$ cat config.mk
export PLATFORM = sky130hd
export DESIGN_NAME = lcd_bus_driver_flat
export DESIGN_NICKNAME = d
export VERILOG_FILES = /design/src/rtl/lcd_bus_driver_if.sv /design/src/rtl/lcd_bus_driver.sv /design/src/flat_wrapper.sv
export SDC_FILE = /design/constraint.sdc
export NUM_CORES = 1
export LEC_CHECK = 0
export CAP_MARGIN = 15
export CORE_MARGIN = 3
export CORE_UTILIZATION = 52
export CTS_CLUSTER_SIZE = 24
export DETAILED_ROUTE_END_ITERATION = 16
export PLACE_DENSITY = 0.8
export SYNTH_ARGS = -nofsm -noshare
export SYNTH_HDL_FRONTEND = slang
export SYNTH_SLANG_ARGS = --single-unit
$ cat constraint.sdc
create_clock -name clk_i -period 2.8 [get_ports clk_i]
set_input_delay 0.56 -clock clk_i [delete_from_list [all_inputs] [get_ports clk_i]]
set_output_delay 0.56 -clock clk_i [all_outputs]
set_load 0.01 [all_outputs]
$ cat src/rtl/lcd_bus_driver_if.sv
// Processor-side word plus HD44780 pin bundle for lcd_bus_driver.
// The driver takes the master view; the processor/bench side takes the slave view.
interface lcd_bus_driver_if;
  logic [31:0] lcd_word_i;
  logic [7:0]  lcd_data_o;
  logic        lcd_rs_o;
  logic        lcd_rw_o;
  logic        lcd_en_o;
  logic        lcd_on_o;
  logic        lcd_blon_o;
  logic        busy_o;
  logic        init_done_o;

  modport master (
    input  lcd_word_i,
    output lcd_data_o, lcd_rs_o, lcd_rw_o, lcd_en_o,
    output lcd_on_o, lcd_blon_o, busy_o, init_done_o
  );

  modport slave (
    output lcd_word_i,
    input  lcd_data_o, lcd_rs_o, lcd_rw_o, lcd_en_o,
    input  lcd_on_o, lcd_blon_o, busy_o, init_done_o
  );
endinterface

$ cat src/rtl/lcd_bus_driver.sv
// HD44780 write-only bus driver: runs the power-up init sequence, then turns
// each toggle of lcd_word_i[30] into one timed RS/DATA/EN write cycle.
module lcd_bus_driver #(
  parameter int unsigned T_PWRUP = 750000,
  parameter int unsigned T_SETUP = 2,
  parameter int unsigned T_EN    = 12,
  parameter int unsigned T_HOLD  = 2,
  parameter int unsigned T_CMD   = 2000,
  parameter int unsigned T_CLEAR = 82000
) (
  input  logic             clk_i,
  input  logic             rst_i,
  lcd_bus_driver_if.master bus
);

  localparam logic [2:0] S_PWRUP = 3'd0;
  localparam logic [2:0] S_LOAD  = 3'd1;
  localparam logic [2:0] S_SETUP = 3'd2;
  localparam logic [2:0] S_EN_HI = 3'd3;
  localparam logic [2:0] S_HOLD  = 3'd4;
  localparam logic [2:0] S_EXEC  = 3'd5;
  localparam logic [2:0] S_IDLE  = 3'd6;

  localparam logic [19:0] C_PWRUP = 20'(T_PWRUP);
  localparam logic [19:0] C_SETUP = 20'(T_SETUP);
  localparam logic [19:0] C_EN    = 20'(T_EN);
  localparam logic [19:0] C_HOLD  = 20'(T_HOLD);
  localparam logic [19:0] C_CMD   = 20'(T_CMD);
  localparam logic [19:0] C_CLEAR = 20'(T_CLEAR);

  logic [2:0]  r_state, w_state_next;
  logic [19:0] r_cnt, w_cnt_next;
  logic [1:0]  r_idx, w_idx_next;
  logic [7:0]  r_data, w_data_next;
  logic        r_rs, w_rs_next;
  logic        r_last_tog, w_tog_next;
  logic        r_done, w_done_next;
  logic        r_en, r_rw, r_on, r_blon, r_busy;
  logic        w_cnt_last, w_is_clear, w_req;
  logic [7:0]  w_init_byte;
  logic        w_unused_bits;

  assign w_unused_bits = ^{bus.lcd_word_i[28:10], bus.lcd_word_i[8]};

  // Each timed state loads its duration N and leaves when the count reaches 1,
  // so it occupies exactly N cycles.
  assign w_cnt_last = (r_cnt == 20'd1);
  assign w_is_clear = !r_rs && (r_data[7:2] == 6'd0) && (r_data[1:0] != 2'd0);
  assign w_req      = bus.lcd_word_i[30] ^ r_last_tog;

  always_comb begin
    w_init_byte = 8'h38;
    case (r_idx)
      2'd0: w_init_byte = 8'h38;
      2'd1: w_init_byte = 8'h0C;
      2'd2: w_init_byte = 8'h01;
      2'd3: w_init_byte = 8'h06;
      default: w_init_byte = 8'h38;
    endcase
  end

  always_comb begin
    w_state_next = r_state;
    w_cnt_next   = r_cnt;
    w_idx_next   = r_idx;
    w_data_next  = r_data;
    w_rs_next    = r_rs;
    w_tog_next   = r_last_tog;
    w_done_next  = r_done;
    case (r_state)
      S_PWRUP: begin
        if (w_cnt_last) begin
          w_state_next = S_LOAD;
          w_idx_next   = 2'd0;
        end else begin
          w_cnt_next = r_cnt - 20'd1;
        end
      end
      S_LOAD: begin
        w_data_next  = w_init_byte;
        w_rs_next    = 1'b0;
        w_state_next = S_SETUP;
        w_cnt_next   = C_SETUP;
      end
      S_SETUP: begin
        if (w_cnt_last) begin
          w_state_next = S_EN_HI;
          w_cnt_next   = C_EN;
        end else begin
          w_cnt_next = r_cnt - 20'd1;
        end
      end
      S_EN_HI: begin
        if (w_cnt_last) begin
          w_state_next = S_HOLD;
          w_cnt_next   = C_HOLD;
        end else begin
          w_cnt_next = r_cnt - 20'd1;
        end
      end
      S_HOLD: begin
        if (w_cnt_last) begin
          w_state_next = S_EXEC;
          w_cnt_next   = w_is_clear ? C_CLEAR : C_CMD;
        end else begin
          w_cnt_next = r_cnt - 20'd1;
        end
      end
      S_EXEC: begin
        if (!w_cnt_last) begin
          w_cnt_next = r_cnt - 20'd1;
        end else if (r_done) begin
          w_state_next = S_IDLE;
        end else if (r_idx != 2'd3) begin
          w_state_next = S_LOAD;
          w_idx_next   = r_idx + 2'd1;
        end else begin
          // Toggles seen during init are absorbed by resyncing here.
          w_state_next = S_IDLE;
          w_done_next  = 1'b1;
          w_tog_next   = bus.lcd_word_i[30];
        end
      end
      S_IDLE: begin
        if (w_req) begin
          w_data_next  = bus.lcd_word_i[7:0];
          w_rs_next    = bus.lcd_word_i[9];
          w_tog_next   = bus.lcd_word_i[30];
          w_state_next = S_SETUP;
          w_cnt_next   = C_SETUP;
        end
      end
      default: begin
        w_state_next = S_PWRUP;
        w_cnt_next   = C_PWRUP;
      end
    endcase
  end

  always_ff @(posedge clk_i) begin
    if (rst_i) begin
      r_state    <= S_PWRUP;
      r_cnt      <= C_PWRUP;
      r_idx      <= 2'd0;
      r_data     <= 8'h00;
      r_rs       <= 1'b0;
      r_last_tog <= 1'b0;
      r_done     <= 1'b0;
      r_en       <= 1'b0;
      r_rw       <= 1'b0;
      r_on       <= 1'b0;
      r_blon     <= 1'b0;
      r_busy     <= 1'b1;
    end else begin
      r_state    <= w_state_next;
      r_cnt      <= w_cnt_next;
      r_idx      <= w_idx_next;
      r_data     <= w_data_next;
      r_rs       <= w_rs_next;
      r_last_tog <= w_tog_next;
      r_done     <= w_done_next;
      // EN and busy follow the next state so they line up with the state register.
      r_en       <= (w_state_next == S_EN_HI);
      r_busy     <= (w_state_next != S_IDLE);
      r_rw       <= 1'b0;
      r_on       <= bus.lcd_word_i[31];
      r_blon     <= bus.lcd_word_i[29];
    end
  end

  assign bus.lcd_data_o  = r_data;
  assign bus.lcd_rs_o    = r_rs;
  assign bus.lcd_rw_o    = r_rw;
  assign bus.lcd_en_o    = r_en;
  assign bus.lcd_on_o    = r_on;
  assign bus.lcd_blon_o  = r_blon;
  assign bus.busy_o      = r_busy;
  assign bus.init_done_o = r_done;

endmodule

$ cat src/flat_wrapper.sv
// flat-port wrapper written by rule: the top's interface ports become plain ports
module lcd_bus_driver_flat 
#(
  parameter int unsigned T_PWRUP = 750000,
  parameter int unsigned T_SETUP = 2,
  parameter int unsigned T_EN    = 12,
  parameter int unsigned T_HOLD  = 2,
  parameter int unsigned T_CMD   = 2000,
  parameter int unsigned T_CLEAR = 82000
)
  (clk_i, rst_i, bus_lcd_word_i, bus_lcd_data_o, bus_lcd_rs_o, bus_lcd_rw_o, bus_lcd_en_o, bus_lcd_on_o, bus_lcd_blon_o, bus_busy_o, bus_init_done_o);
  lcd_bus_driver_if bus_i ();
  input  logic clk_i;
  input  logic rst_i;
  input wire logic [$bits(bus_i.lcd_word_i)-1:0] bus_lcd_word_i;
  output wire logic [$bits(bus_i.lcd_data_o)-1:0] bus_lcd_data_o;
  output wire logic [$bits(bus_i.lcd_rs_o)-1:0] bus_lcd_rs_o;
  output wire logic [$bits(bus_i.lcd_rw_o)-1:0] bus_lcd_rw_o;
  output wire logic [$bits(bus_i.lcd_en_o)-1:0] bus_lcd_en_o;
  output wire logic [$bits(bus_i.lcd_on_o)-1:0] bus_lcd_on_o;
  output wire logic [$bits(bus_i.lcd_blon_o)-1:0] bus_lcd_blon_o;
  output wire logic [$bits(bus_i.busy_o)-1:0] bus_busy_o;
  output wire logic [$bits(bus_i.init_done_o)-1:0] bus_init_done_o;
  assign bus_i.lcd_word_i = bus_lcd_word_i;
  assign bus_lcd_data_o = bus_i.lcd_data_o;
  assign bus_lcd_rs_o = bus_i.lcd_rs_o;
  assign bus_lcd_rw_o = bus_i.lcd_rw_o;
  assign bus_lcd_en_o = bus_i.lcd_en_o;
  assign bus_lcd_on_o = bus_i.lcd_on_o;
  assign bus_lcd_blon_o = bus_i.lcd_blon_o;
  assign bus_busy_o = bus_i.busy_o;
  assign bus_init_done_o = bus_i.init_done_o;
  lcd_bus_driver #(.T_PWRUP(T_PWRUP), .T_SETUP(T_SETUP), .T_EN(T_EN), .T_HOLD(T_HOLD), .T_CMD(T_CMD), .T_CLEAR(T_CLEAR)) u_core (.clk_i(clk_i), .rst_i(rst_i), .bus(bus_i));
endmodule
* Yosys cells after proc, flatten, opt, wreduce, memory -nomap -nowiden *
Cells that the tools add are included.

storage, ports and cells
  input bits = 34
  logic and storage cells = 83
  register bits = 40

operators by class
  bitwise gates (word level) = 1
  equal/unequal tests = 20
  $add $sub $neg = 2
  reduce and logical (&&, ||, !) cells = 16
  mux-type cells = 33

operators by type and width
  kind                                                number
  case mux 20 bit (6 select lines)                    1
  2-to-1 mux 20 bit                                   5
  case mux 8 bit (4 select lines)                     1
  2-to-1 mux 3 bit                                    8
  case mux 3 bit (7 select lines)                     1
  == test 20 x 1 -> 1 bit, second input constant      1
  subtractor 20 x 1 -> 20 bit, second input constant  1
  2-to-1 mux 17 bit                                   1
  case mux 8 bit (2 select lines)                     1
  AND reduction 5 bit                                 2
  == test 3 x 2 -> 1 bit, second input constant       3
  == test 3 bit, second input constant                3
  2-to-1 mux 2 bit                                    4
  2-to-1 mux 8 bit                                    1
  != test 2 x 1 -> 1 bit, second input constant       4
  != test 2 bit, second input constant                4
  nonzero test 2 bit                                  4
  2-to-1 mux 1 bit                                    7
  zero test 6 bit                                     1
  AND reduction 2 bit                                 3
  == test 2 bit, second input constant                2
  case mux 1 bit (2 select lines)                     2
  case mux 2 bit (2 select lines)                     1
  == test 3 x 1 -> 1 bit, second input constant       1
  9 further kinds                                     10

* Depth between registers and ports, before layout *
  depth after elaboration = 6
  gate-level depth with buffers = 9

* Least setup slack after synthesis *
OpenSTA, ideal clock, no wires.

  kind = register -> register
  start = register u_core.r_cnt[15]
  end = register u_core.r_idx[1]
  buffers on the path = 1
  setup time = 0.067 ns
  setup slack = 0.315 ns
  cell stages (with the launch flop) = 7
  arrival time = 2.417 ns
  path through = dfxtp_1 -> or4_4 -> or4b_4 -> buf_6 -> or4_4 -> or2_1 -> a21oi_2

between the ends
  word-level cells in the longest chain between the ends = 3
  elaborated cells between the ends (all ways) = 4
  classes of those cells = eq/ne: 3; reduce/logical: 1

ends and longest elaborated chain
  what                               RTL line               RTL
  start: declaration                 lcd_bus_driver.sv:32   logic [19:0] r_cnt, w_cnt_next;
  start signal: assignment           lcd_bus_driver.sv:156  r_cnt <= w_cnt_next;
  == test 20 x 1 -> 1 bit (*)        lcd_bus_driver.sv:47   assign w_cnt_last = (r_cnt == 20'd1);
  != test 2 x 1 -> 1 bit (no line)   n/a
  AND reduction 5 bit (no line) (*)  n/a
  end signal: assignment             lcd_bus_driver.sv:157  r_idx <= w_idx_next;
  end: declaration                   lcd_bus_driver.sv:33   logic [1:0] r_idx, w_idx_next;

Mark *: on every way between the ends. The rest lies on a longest branch, timed or not.
A chain may end at the register's enable or synchronous reset.

* Worst setup path in the final report *
  start = register u_core.r_cnt[15]
  end = register u_core.r_cnt[8]

between the ends
  word-level cells in the longest chain between the ends = 3
  elaborated cells between the ends (all ways) = 7
  classes of those cells = eq/ne: 2; mux: 4; reduce/logical: 1

ends and longest elaborated chain
  what                                                                     RTL line               RTL
  == test 20 x 1 -> 1 bit (*)                                              lcd_bus_driver.sv:47
  2-to-1 mux 20 bit, or another cell as far along                          lcd_bus_driver.sv:102  if (w_cnt_last) begin
  case mux 20 bit (6 select lines) or AND reduction 2 bit (tied branches)  n/a

Marked as above.

==> flow_summary.yaml <==
status:
  status: "completed"
critical_path:
  cp.required_ns: 2.99
  worstPathMaxFanout: 9
  endpoint_kind: "flip-flop"
  endpoint: "u_core.r_cnt[8]"
  setup.worst_path.class: "flip-flop to flip-flop"
  critPathLaunchType: "flip-flop"
  timing.rr.start: "u_core.r_cnt[15]"
  rrSetupSlack_ns: 0.16
  timing.rr.end: "u_core.r_cnt[8]"
  worstPathArrival_ns: 2.83
  crit_start: "u_core.r_cnt[15]"
  reg2reg_depth: 6
synthesis:
  synth.distinct_cells: 69
  synth-simple-area-share_pct: 28.4
  synth_top_family_by_area: "compound AO/OA/AOI/OAI gates"
  synthAdderAreaFrac_pct: 2.93
  synth-xor-area-share_pct: 1.71
  synth_area_leaders: "dfxtp_1, nor2_1, a21oi_1, nand2_1, clkbuf_1"
  synth_top_area_share_pct: 31.3
  synth_compound_area_share_pct: 29.0
  yosys-top-cells-count: "dfxtp_1, nor2_1, nand2_1"
  synth_top_area_cell: "dfxtp_1"
  synth_warnings: 0
  syn_area_um2: 2560
  synthMostInstantiatedCell: "dfxtp_1"
  synth_edf_count: 0
  netlist_instances: 330
  ys_seq_elements: 40
  synthArstFlopShare_pct: 0
  synthMuxAreaShare_pct: 0.391
  syn_avg_cell_area_um2: 7.75
  ys.flop_type: "dfxtp_1"
  syn-num-nets: 370
  ys_seq_area_share_pct: 31.3
power:
  power.switching_uw: 381
  switching_share_pct: 28.4
  p_clk_share_pct: 36.5
  power_mw: 1.34
  power.static_leakage_nw: 1.04
  p_comb_share_pct: 16.7
  intPower_uw: 959
  irDropWorstVdd_v: 0.000307
  power_frac_seq_pct: 46.8
  cellPowerDensity_nw_per_um2: 441
die:
  io_pins: 49
  design.core.area_um2: 4560
  die-area_um2: 5800
  rows: 24
  chipWidth_um: 76.1
  fp.dieH_um: 76.1
  start_util_pct: 56.1
job:
  drv_cap: 0
clocking:
  cts-root-buf: "clkbuf_8"
  cts_inserted_buffers: 5
  path_clk_slew_ns: 0.08
  cts_tree: "yes"
  clock_sinks: 40
  cts_max_level: 2
  cts_buffer_depth: 2
  hold_buffers: 0
  post-cts-setup-buffer-count: 0
  clkLatencyLatePin_ns: 0.30
  ctsResizeCount: 0
grt:
  grt_use_total_pct: 24.7
  overflow: 0
  grt_max_degree: 25
  grt_pass1_wl_mm: 11.9
  antenna_found_initial: 0
  grt_pass1_vias: 2400
sta:
  period_share_pct: 94.4
  rsz0062_at_grt: "no"
  setup_tns_ns: 0
  final_hold_viol_count: 0
  fmax_mhz: 378
  slew_headroom_pct: 58.6
  tightest_slew_ns: 0.606
  setup_viol: 0
  min_period_ns: 2.64
  skew_ns: 0.00246
  fin_ws_ns: 0.158
  finalMaxSlewViolations: 0
drt:
  wirelength_mm: 7.16
  wire_per_inst_um: 17.0
  drt_iter0_markers: 314
  first_pass_iters: 5
  vias: 2719
  route.detailed.drc: 0
  ant_nets: 0
  viasPerCell: 6.46
cells_and_area:
  syn2layout_area_growth_pct: 18.7
  final_layout_size_suffix_gt1_share_pct: 10.7
  utilization_pct: 66.6
  stdcell_count: 421
  n_antenna_cell: 0
  fin_nets: 395
  nFillCells: 392
placed_design:
  gp_congestion: 0.939
  dp_hpwl_mm: 5.04
  pre_cts_ws_ns: 0.219
  portBuffers: 27
  dp.cells: 413
hold_path:
  holdCritPathClass: "flip-flop to flip-flop"
metrics by stage:
| step | area (um2) | hold slack (ns) |
|---|---|---|
| after detailed placement | 2930 | 0.451 |
| final | 3040 | 0.479 |
| after global routing | 3040 | 0.492 |
| after CTS | 3040 | 0.480 |
| after global placement | 2930 | 0.447 |
| after floorplan | 2560 | 0.437 |
power groups by stage:
stage	clock, mW	combinational (mW)	sequential [mW]
2_1_floorplan	0	0.156	0.626
3_3_place_gp	0	0.211	0.638
3_5_place_dp	0	0.215	0.639
4_1_cts	0.490	0.218	0.626
5_1_grt	0.519	0.241	0.631
6_report	0.489	0.224	0.628
cell type report:
type | instances | area, um2 | share of cell area [%]
Multi-Input combinational cell | 252 | 1600 | 52.7
Sequential cell | 40 | 801 | 26.4
Timing Repair Buffer | 44 | 398 | 13.1
Tap cell | 65 | 81.3 | 2.68
Clock buffer | 5 | 68.8 | 2.27
Inverter | 12 | 45.0 | 1.48
Clock inverter | 3 | 42.5 | 1.40
state kept, by name (all words and copies together) (netlist names):
signal                  flops
u_core.r_idx                2
u_core.r_state              3
u_core.bus.lcd_rs_o         1
u_core.bus.busy_o           1
u_core.bus.lcd_blon_o       1
u_core.r_cnt               20
u_core.r_last_tog           1
u_core.bus.lcd_en_o         1
u_core.bus.init_done_o      1
u_core.bus.lcd_on_o         1
u_core.bus.lcd_data_o       8
how the worst min path moves through the flow:
stage | cells after the start | endpoint | slack (ns) | startpoint
CTS | 1 | u_core.r_cnt[13] | 0.48 | u_core.r_cnt[13]
finish | 1 | u_core.r_cnt[13] | 0.48 | u_core.r_cnt[13]
detailed placement | 1 | u_core.r_cnt[13] | 0.45 | u_core.r_cnt[13]
floorplan | 1 | u_core.r_cnt[13] | 0.44 | u_core.r_cnt[13]
global route | 1 | u_core.r_cnt[13] | 0.49 | u_core.r_cnt[13]
global placement | 1 | u_core.r_cnt[13] | 0.45 | u_core.r_cnt[13]
critical path, cell delays in order, from the launching register on:
cell and delay, ns:
dfxtp_1 0.36, or4_4 0.59, or4b_4 0.62, buf_4 0.20, o41a_1 0.47, o21ai_1 0.16, o21ai_0 0.12
layer usage:
layer  routed length, um  track usage [%]
met5                   0                0
met1                3310             35.4
met2                3230             37.8
met3                 500             3.90
met4                 117             8.15
cell families (layout without fill, tap and decap cells):
group                      after synthesis  after routing
AOI/OAI and AO/OA                      103            103
xor gates and xnor gates                 5              5
adders and majority gates                6              6
buffers and inverters                   38             64
DFF                                     40             40
muxes                                    1              1
other                                    1              1
and+or+nand+nor                        136            136
cell usage in the layout, fill, tap and decap left out, types with 3 or more instances in the layout:
cell and n:
buf_4 17, nand3b_1 5, nand3_1 11, xnor2_1 3, clkdlybuf4s50_1 27, a2bb2oi_1 3
a32oi_1 4, nand2b_1 5, a311oi_1 6, dfxtp_1 40, nor2_1 36, nor2b_1 7
o221ai_1 3, or3_1 5, o21ai_0 13, inv_1 12, ha_1 6, a31oi_1 6
nand2_1 28, nor4_1 11, a21oi_1 22, o2111ai_1 3, a22oi_1 3, and2_1 3
nor3_1 6, a211oi_1 6, o211ai_1 4, clkbuf_8 5
Power figures use the tool's default switching activity.
